==> src/rtl/seq_divider.sv <==
// seq_divider: multi-cycle unsigned restoring divider.
// Produces one quotient bit per clock using trial subtraction and a
// start/done handshake. A zero divisor short-circuits to a saturated result.
module seq_divider #(
    parameter int WIDTH = 8
) (
    input  logic             clk,
    input  logic             rst_n,
    input  logic             start,
    input  logic [WIDTH-1:0] dividend,
    input  logic [WIDTH-1:0] divisor,
    output logic             busy,
    output logic             done,
    output logic [WIDTH-1:0] quotient,
    output logic [WIDTH-1:0] remainder,
    output logic             div_by_zero
);

    localparam int CW = $clog2(WIDTH + 1);

    typedef enum logic [1:0] {IDLE, RUN, DONE} state_t;

    state_t           state;
    logic [WIDTH:0]   r_q;      // partial remainder, one guard bit
    logic [WIDTH-1:0] q_q;      // holds the dividend, shifts out as quotient shifts in
    logic [WIDTH-1:0] d_q;      // latched divisor
    logic [CW-1:0]    cnt;      // completed iterations
    logic             dz_pend;  // zero divisor: result is published one cycle after entry to DONE

    logic [WIDTH:0]   r_sh;
    logic [WIDTH+1:0] sum;
    logic             borrow;
    logic [WIDTH:0]   r_nxt;
    logic [WIDTH-1:0] q_nxt;
    logic             last_iter;

    // One iteration: shift in the next dividend bit, then trial-subtract via
    // ones'-complement add with carry-in; a missing carry-out means borrow.
    always_comb begin
        r_sh      = {r_q[WIDTH-1:0], q_q[WIDTH-1]};
        sum       = {1'b0, r_sh} + {1'b0, ~{1'b0, d_q}} + {{(WIDTH+1){1'b0}}, 1'b1};
        borrow    = ~sum[WIDTH+1];
        r_nxt     = borrow ? r_sh : sum[WIDTH:0];
        q_nxt     = {q_q[WIDTH-2:0], ~borrow};
        last_iter = (cnt == CW'(WIDTH - 1));
    end

    // Control FSM and datapath registers; all outputs are registered here.
    always_ff @(posedge clk or negedge rst_n) begin
        if (!rst_n) begin
            state       <= IDLE;
            r_q         <= '0;
            q_q         <= '0;
            d_q         <= '0;
            cnt         <= '0;
            dz_pend     <= 1'b0;
            busy        <= 1'b0;
            done        <= 1'b0;
            quotient    <= '0;
            remainder   <= '0;
            div_by_zero <= 1'b0;
        end else begin
            case (state)
                IDLE: begin
                    if (start) begin
                        d_q <= divisor;
                        q_q <= dividend;
                        r_q <= '0;
                        cnt <= '0;
                        if (divisor != '0) begin
                            state <= RUN;
                            busy  <= 1'b1;
                        end else begin
                            state   <= DONE;
                            dz_pend <= 1'b1;
                        end
                    end
                end
                RUN: begin
                    r_q <= r_nxt;
                    q_q <= q_nxt;
                    cnt <= cnt + CW'(1);
                    if (last_iter) begin
                        state       <= DONE;
                        busy        <= 1'b0;
                        done        <= 1'b1;
                        quotient    <= q_nxt;
                        remainder   <= r_nxt[WIDTH-1:0];
                        div_by_zero <= 1'b0;
                    end
                end
                DONE: begin
                    if (dz_pend) begin
                        // q_q still holds the untouched dividend
                        dz_pend     <= 1'b0;
                        done        <= 1'b1;
                        quotient    <= '1;
                        remainder   <= q_q;
                        div_by_zero <= 1'b1;
                    end else begin
                        done  <= 1'b0;
                        state <= IDLE;
                    end
                end
                default: state <= IDLE;
            endcase
        end
    end

endmodule
==> config.mk <==
export PLATFORM = sky130hd
export DESIGN_NAME = seq_divider
export DESIGN_NICKNAME = d
export VERILOG_FILES = /design/src/rtl/seq_divider.sv
export SDC_FILE = /design/constraint.sdc
export NUM_CORES = 1
export LEC_CHECK = 0
export BUFFER_PORTS_ARGS = -buffer_cell sky130_fd_sc_hd__buf_2
export CORE_ASPECT_RATIO = 0.9
export CORE_MARGIN = 2
export CORE_UTILIZATION = 45
export CTS_CLUSTER_DIAMETER = 200
export CTS_CLUSTER_SIZE = 14
export DETAILED_ROUTE_END_ITERATION = 16
export PLACE_DENSITY = 0.77
export SYNTH_ARGS = -nofsm -noshare
export SYNTH_HDL_FRONTEND = slang
export SYNTH_SLANG_ARGS = --single-unit
==> constraint.sdc <==
create_clock -name clk -period 2 [get_ports clk]
set_clock_uncertainty 0.1 [all_clocks]
set_input_delay 0.2 -clock clk [delete_from_list [all_inputs] [get_ports clk]]
set_output_delay 0.2 -clock clk [all_outputs]
set_load 0.02 [all_outputs]
### Word-level counts from Yosys, hierarchy flattened

Index checks and enable logic that the tools add are counted.

* register bits after elaboration: 50
* input bits: 19
* output and inout port bits: 19

* add/subtract/negate cells: 3
* equality and inequality tests: 9
* multiplexer cells: 30
* bitwise operators: 1
* reduce and logical (&&, ||, !) cells: 12

Operators with widths (count)
* $pmux 8 s2: 4
* $mux 8: 7
* $ne 2x2->1 const B: 6
* $add 10x1->10 const B: 1
* $add 9x9->10: 1
* $not 8->9: 1
* $reduce_and 3->1: 3
* $mux 1: 8
* $mux 2: 4
* $pmux 1 s2: 4
* $pmux 4 s2: 1
* $reduce_bool 8->1: 1
* $pmux 2 s3: 1
* $reduce_and 2->1: 3
* $reduce_bool 2->1: 3
* $add 4x1->4 const B: 1
* $eq 4x3->1 const B: 1
* $mux 4: 1
* $reduce_and 4->1: 1
* $eq 2x1->1 const B: 1
* $eq 2x2->1 const B: 1
* $logic_not 2->1: 1

### Depth between registers and ports, before layout

* word-level depth: 6
* depth in mapped cells: 9
* mapped depth without buffers: 9

### Worst setup path before layout

Ideal clock, no wire load.

* path type: reg-to-reg
* from: register r_q[0]
* to: register r_q[6]
* setup time: 0.132 ns
* data arrival time: 1.851 ns
* setup slack: -0.083 ns
* stages on the path, launching flop included: 8
* buffers on the path: 1
* period minus slack after synthesis: 2.083 ns
* cells stage by stage: dfrtp_1 > ha_1 > or2b_1 > a2111oi_4 > or2_1 > buf_6 > mux2i_1 > o21ai_1

* cells in the longest elaborated chain, start to end: 4

Ends and longest elaborated chain
* from (decl): line 24 `logic [WIDTH:0] r_q;`
* from (signal assigned): line 80 `r_q <= r_nxt;`
* $add 9x9->10: line 41 `sum = {1'b0, r_sh} + {1'b0, ~{1'b0, d_q}} + {{(WIDTH+1){1'b0}}, 1'b1};`
* $add 10x1->10: line 41
* $mux 8: line 43 `r_nxt = borrow ? r_sh : sum[WIDTH:0];`
* $pmux 8 s2: line 63 `case (state)`

Every way passes these cells.
A chain may end at the register's enable or synchronous reset.

### Worst setup path in the final report

* from: register r_q[0]
* to: register remainder[4]

* cells in the longest elaborated chain, start to end: 5

Ends and longest elaborated chain
* $add 9x9->10: line 41
* $add 10x1->10: line 41
* $mux 8: line 43
* $mux 8: line 83 `if (last_iter) begin`
* $pmux 8 s2: line 63
* to (signal assigned): line 88 `remainder <= r_nxt[WIDTH-1:0];`
* to (signal assigned): line 98 `remainder <= q_q;`
* to (decl): line 15 `output logic [WIDTH-1:0] remainder,`

Every way passes these cells. The select of a mux whose other input is x is not followed.

==> flow_summary.yaml <==
synthesis:
  ys.warnings.count: 0
  yosysUniqueCellTypes: 52
  synthXorXnorAreaFrac_pct: 1.96
  syn_inst: 283
  yosys.area_share.simple_pct: 17.7
  seq_area_frac_synth_pct: 46.6
  async_reset_ff_share_pct: 100
  synth_top_flop_cell: "dfrtp_1"
  ys_ff_latch: 50
  synthesis.area_um2: 2690
  synth_top_family_by_area: "compound AO/OA/AOI/OAI gates"
  avgSynthCellArea_um2: 9.49
  synthAdderAreaFrac_pct: 4.94
  synth_compound_gate_area_share_pct: 20.2
  synth_mux_area_share_pct: 2.42
  synth_edf_count: 0
  synth_nets: 312
cells_and_area:
  layout.nets: 384
  drive_gt1_share_pct: 35.2
  antenna_cells: 0
  design_area_um2: 3470
  syn2layout_area_growth_pct: 29.1
route:
  dr.pass1.iters: 4
  viasPerCell: 5.71
  ant_nets: 0
  wirelength_um: 7000
  wire_per_inst_um: 16.5
  drt_iter0_drc: 245
  vias: 2428
  drc_errors: 0
die:
  start_util_pct: 46.9
  num_rows: 26
  dieHeight_um: 77.3
  ios: 38
  die_area_um2: 6600
  fp.coreArea_um2: 5730
  fp.dieW_um: 85.4
timing:
  finalCritPeriodShare_pct: 109
  slew_violations: 0
  tightest_slew_ns: 0.376
  fmax_ghz: 0.459
  rsz0062_at_grt: "true"
  fin_hold_ws_ns: 0.00526
  slew_headroom_pct: 74.9
  hold_violations: 0
  period_needed_ns: 2.18
  setup_ws_ns: -0.178
  setup_viol: 18
pwr:
  pwr-share-clk_pct: 8.0
  pwr-share-comb_pct: 67.0
  p_sw_uw: 3310
  vdd_drop_max_v: 0.000988
  p_leak_uw: 0.00156
  seqPwrFrac_pct: 25.0
  swShare_pct: 44.8
  p_per_area_nw_per_um2: 2130
  p_int_uw: 4080
cts:
  clock_latency_ns: 0.31
  clkTransAtPathRegs_ns: 0.09
  cts_buffers: 5
  cts-root-buf: "clkbuf_8"
  cts_sinks: 50
  h-tree-depth: 2
  clk_path_buf_depth: 2
  cts_tree: "done"
worst_setup_path:
  worstPathRequired_ns: 2.10
  arrival_ns: 2.28
  worst-path-max-fanout: 5
  worstReg2RegStart: "r_q[0]$_DFFE_PN0P_"
  cp-end-kind: "flip-flop"
  start_kind: "flip-flop"
  path_class: "reg -> reg"
  startpoint: "r_q[0]$_DFFE_PN0P_"
placed_design:
  placed_area_um2: 3160
  routabilityCongestion: 0.849
  portBuffers: 37
  dp_slack_ns: -0.216
  place_hpwl_um: 4960
min_path:
  hp-start: "divisor[0]"
  min_path_type: "in -> reg"
outcome:
  violations: "setup timing"
  status: "finished with violations"
flow_run:
  cap_violations: 0
grt:
  grt_pass1_vias: 2404
  grt_pass1_wl_um: 11600
  grt.total_usage_pct: 22.5
  grt_max_degree: 44
  grt_overflow: 0
  antenna_found_initial: 0
==> what timing repair did <==
| action | 4_1_cts | 5_1_grt |
|---|---|---|
| pin swaps | 5 | 6 |
| buffers inserted | 2 | 3 |
| resized for setup | 17 | 19 |
| setup endpoints to repair | 18 | 18 |
| hold endpoints to repair | 50 | 0 |
| hold buffers | 1 | 0 |
| gates cloned | 0 | 0 |
==> final cells by class <==
| cell class | instances | area, um^2 |
|---|---|---|
| Clock buffer | 5 | 68.8 |
| Clock inverter | 2 | 13.8 |
| Timing Repair Buffer | 83 | 557 |
| Inverter | 14 | 52.6 |
| Sequential cell | 50 | 1250 |
| Tap cell | 70 | 87.6 |
| Fill cell | 465 | 2260 |
| Multi-Input combinational cell | 201 | 1440 |
==> cells by family after synthesis <==
logic type,count (synthesis)
AOI/OAI and AO/OA,82
xor gates and xnor gates,6
adders and majority gates,10
buffers and inverters,32
DFF,50
muxes,6
and+or+nand+nor,97
==> worst paths after layout <==
check	endpoint	slack, ns	cells past startpoint
setup / recovery	remainder[4]$_DFFE_PN0P_	-0.18	7
hold reg to reg	quotient[4]$_DFFE_PN0P_	0.39	1
min in group asynchronous	d_q[3]$_DFFE_PN0P_	0.17	2
max in group asynchronous	remainder[2]$_DFFE_PN0P_	1.16	3
setup reg to reg	remainder[4]$_DFFE_PN0P_	-0.18	7
hold / removal	d_q[0]$_DFFE_PN0P_	0.005	3
==> per-stage QoR <==
stage / TNS, ns / power, uW / instances / util [%]
final: -2.08 / 7400 / 425 / 60.6
after global routing: -3.39 / 7940 / 425 / 60.6
after floorplan: -0.445 / 4400 / 283 / -
after detailed placement: -2.23 / 5770 / 412 / 55.2
after CTS: -2.19 / 6800 / 422 / 58.5
after global placement: -1.06 / 5600 / 412 / 55.2
==> power by group through the flow <==
stage / Sequential, uW / Combinational [uW] / Clock [uW]
floorplan: 1970 / 2430 / 0
global placement: 1810 / 3780 / 0
detailed placement: 1840 / 3930 / 0
CTS: 1830 / 4370 / 601
global route: 1900 / 5400 / 647
finish: 1850 / 4950 / 593
==> placed cells by master, fill, tap and decap left out, types with 5 or more instances in the layout <==
master	synthesis	final
a21oi_2	1	5
buf_2	4	37
o21ai_0	23	22
nand2_1	36	35
nand3_1	14	13
a21oi_1	16	12
nor2_1	19	19
or3_1	6	6
ha_1	9	5
xor2_1	6	6
dfrtp_1	50	50
a31oi_1	10	10
inv_1	14	11
buf_4	1	41
clkbuf_8	3	5
o22a_1	8	8
==> cell usage after synthesis (4+ instances only) <==
master / n / area [um^2]
dfrtp_1: 50 / 1250
nand2_1: 36 / 135
o21ai_0: 23 / 115
nor2_1: 19 / 71.3
a21oi_1: 16 / 80.1
inv_1: 14 / 52.6
nand3_1: 14 / 70.1
a31oi_1: 10 / 62.6
ha_1: 9 / 113
clkbuf_1: 8 / 30.0
o22a_1: 8 / 70.1
or3_1: 6 / 37.5
xor2_1: 6 / 52.6
mux2i_1: 5 / 50.1
o21ai_1: 5 / 25.0
buf_2: 4 / 20.0
nor2b_1: 4 / 25.0
==> sequential cells by signal (all words and copies together), names as in the netlist <==
name,cells
remainder,8
quotient,8
state,2
q_q,8
done,1
cnt,4
dz_pend,1
busy,1
r_q,8
d_q,8
div_by_zero,1
==> layer usage <==
metal	GRT usage (%)	up-vias	wire [um]	share of wire, %
li1	-	1144	-	-
met1	30.4	1203	3140	45
met2	36.6	72	3410	49
met3	4.09	9	339	4.8
met4	7.14	0	113	1.6
met5	0	-	0	0
==> worst max-delay path, cell delays in order, from the launching register on <==
cell and delay [ns]:
dfrtp_1 0.40, ha_1 0.28, or2b_4 0.28, a2111oi_4 0.30, or2_1 0.19, buf_6 0.16, mux2i_4 0.28, a21oi_2 0.08
(Power assumes the default switching activity.)
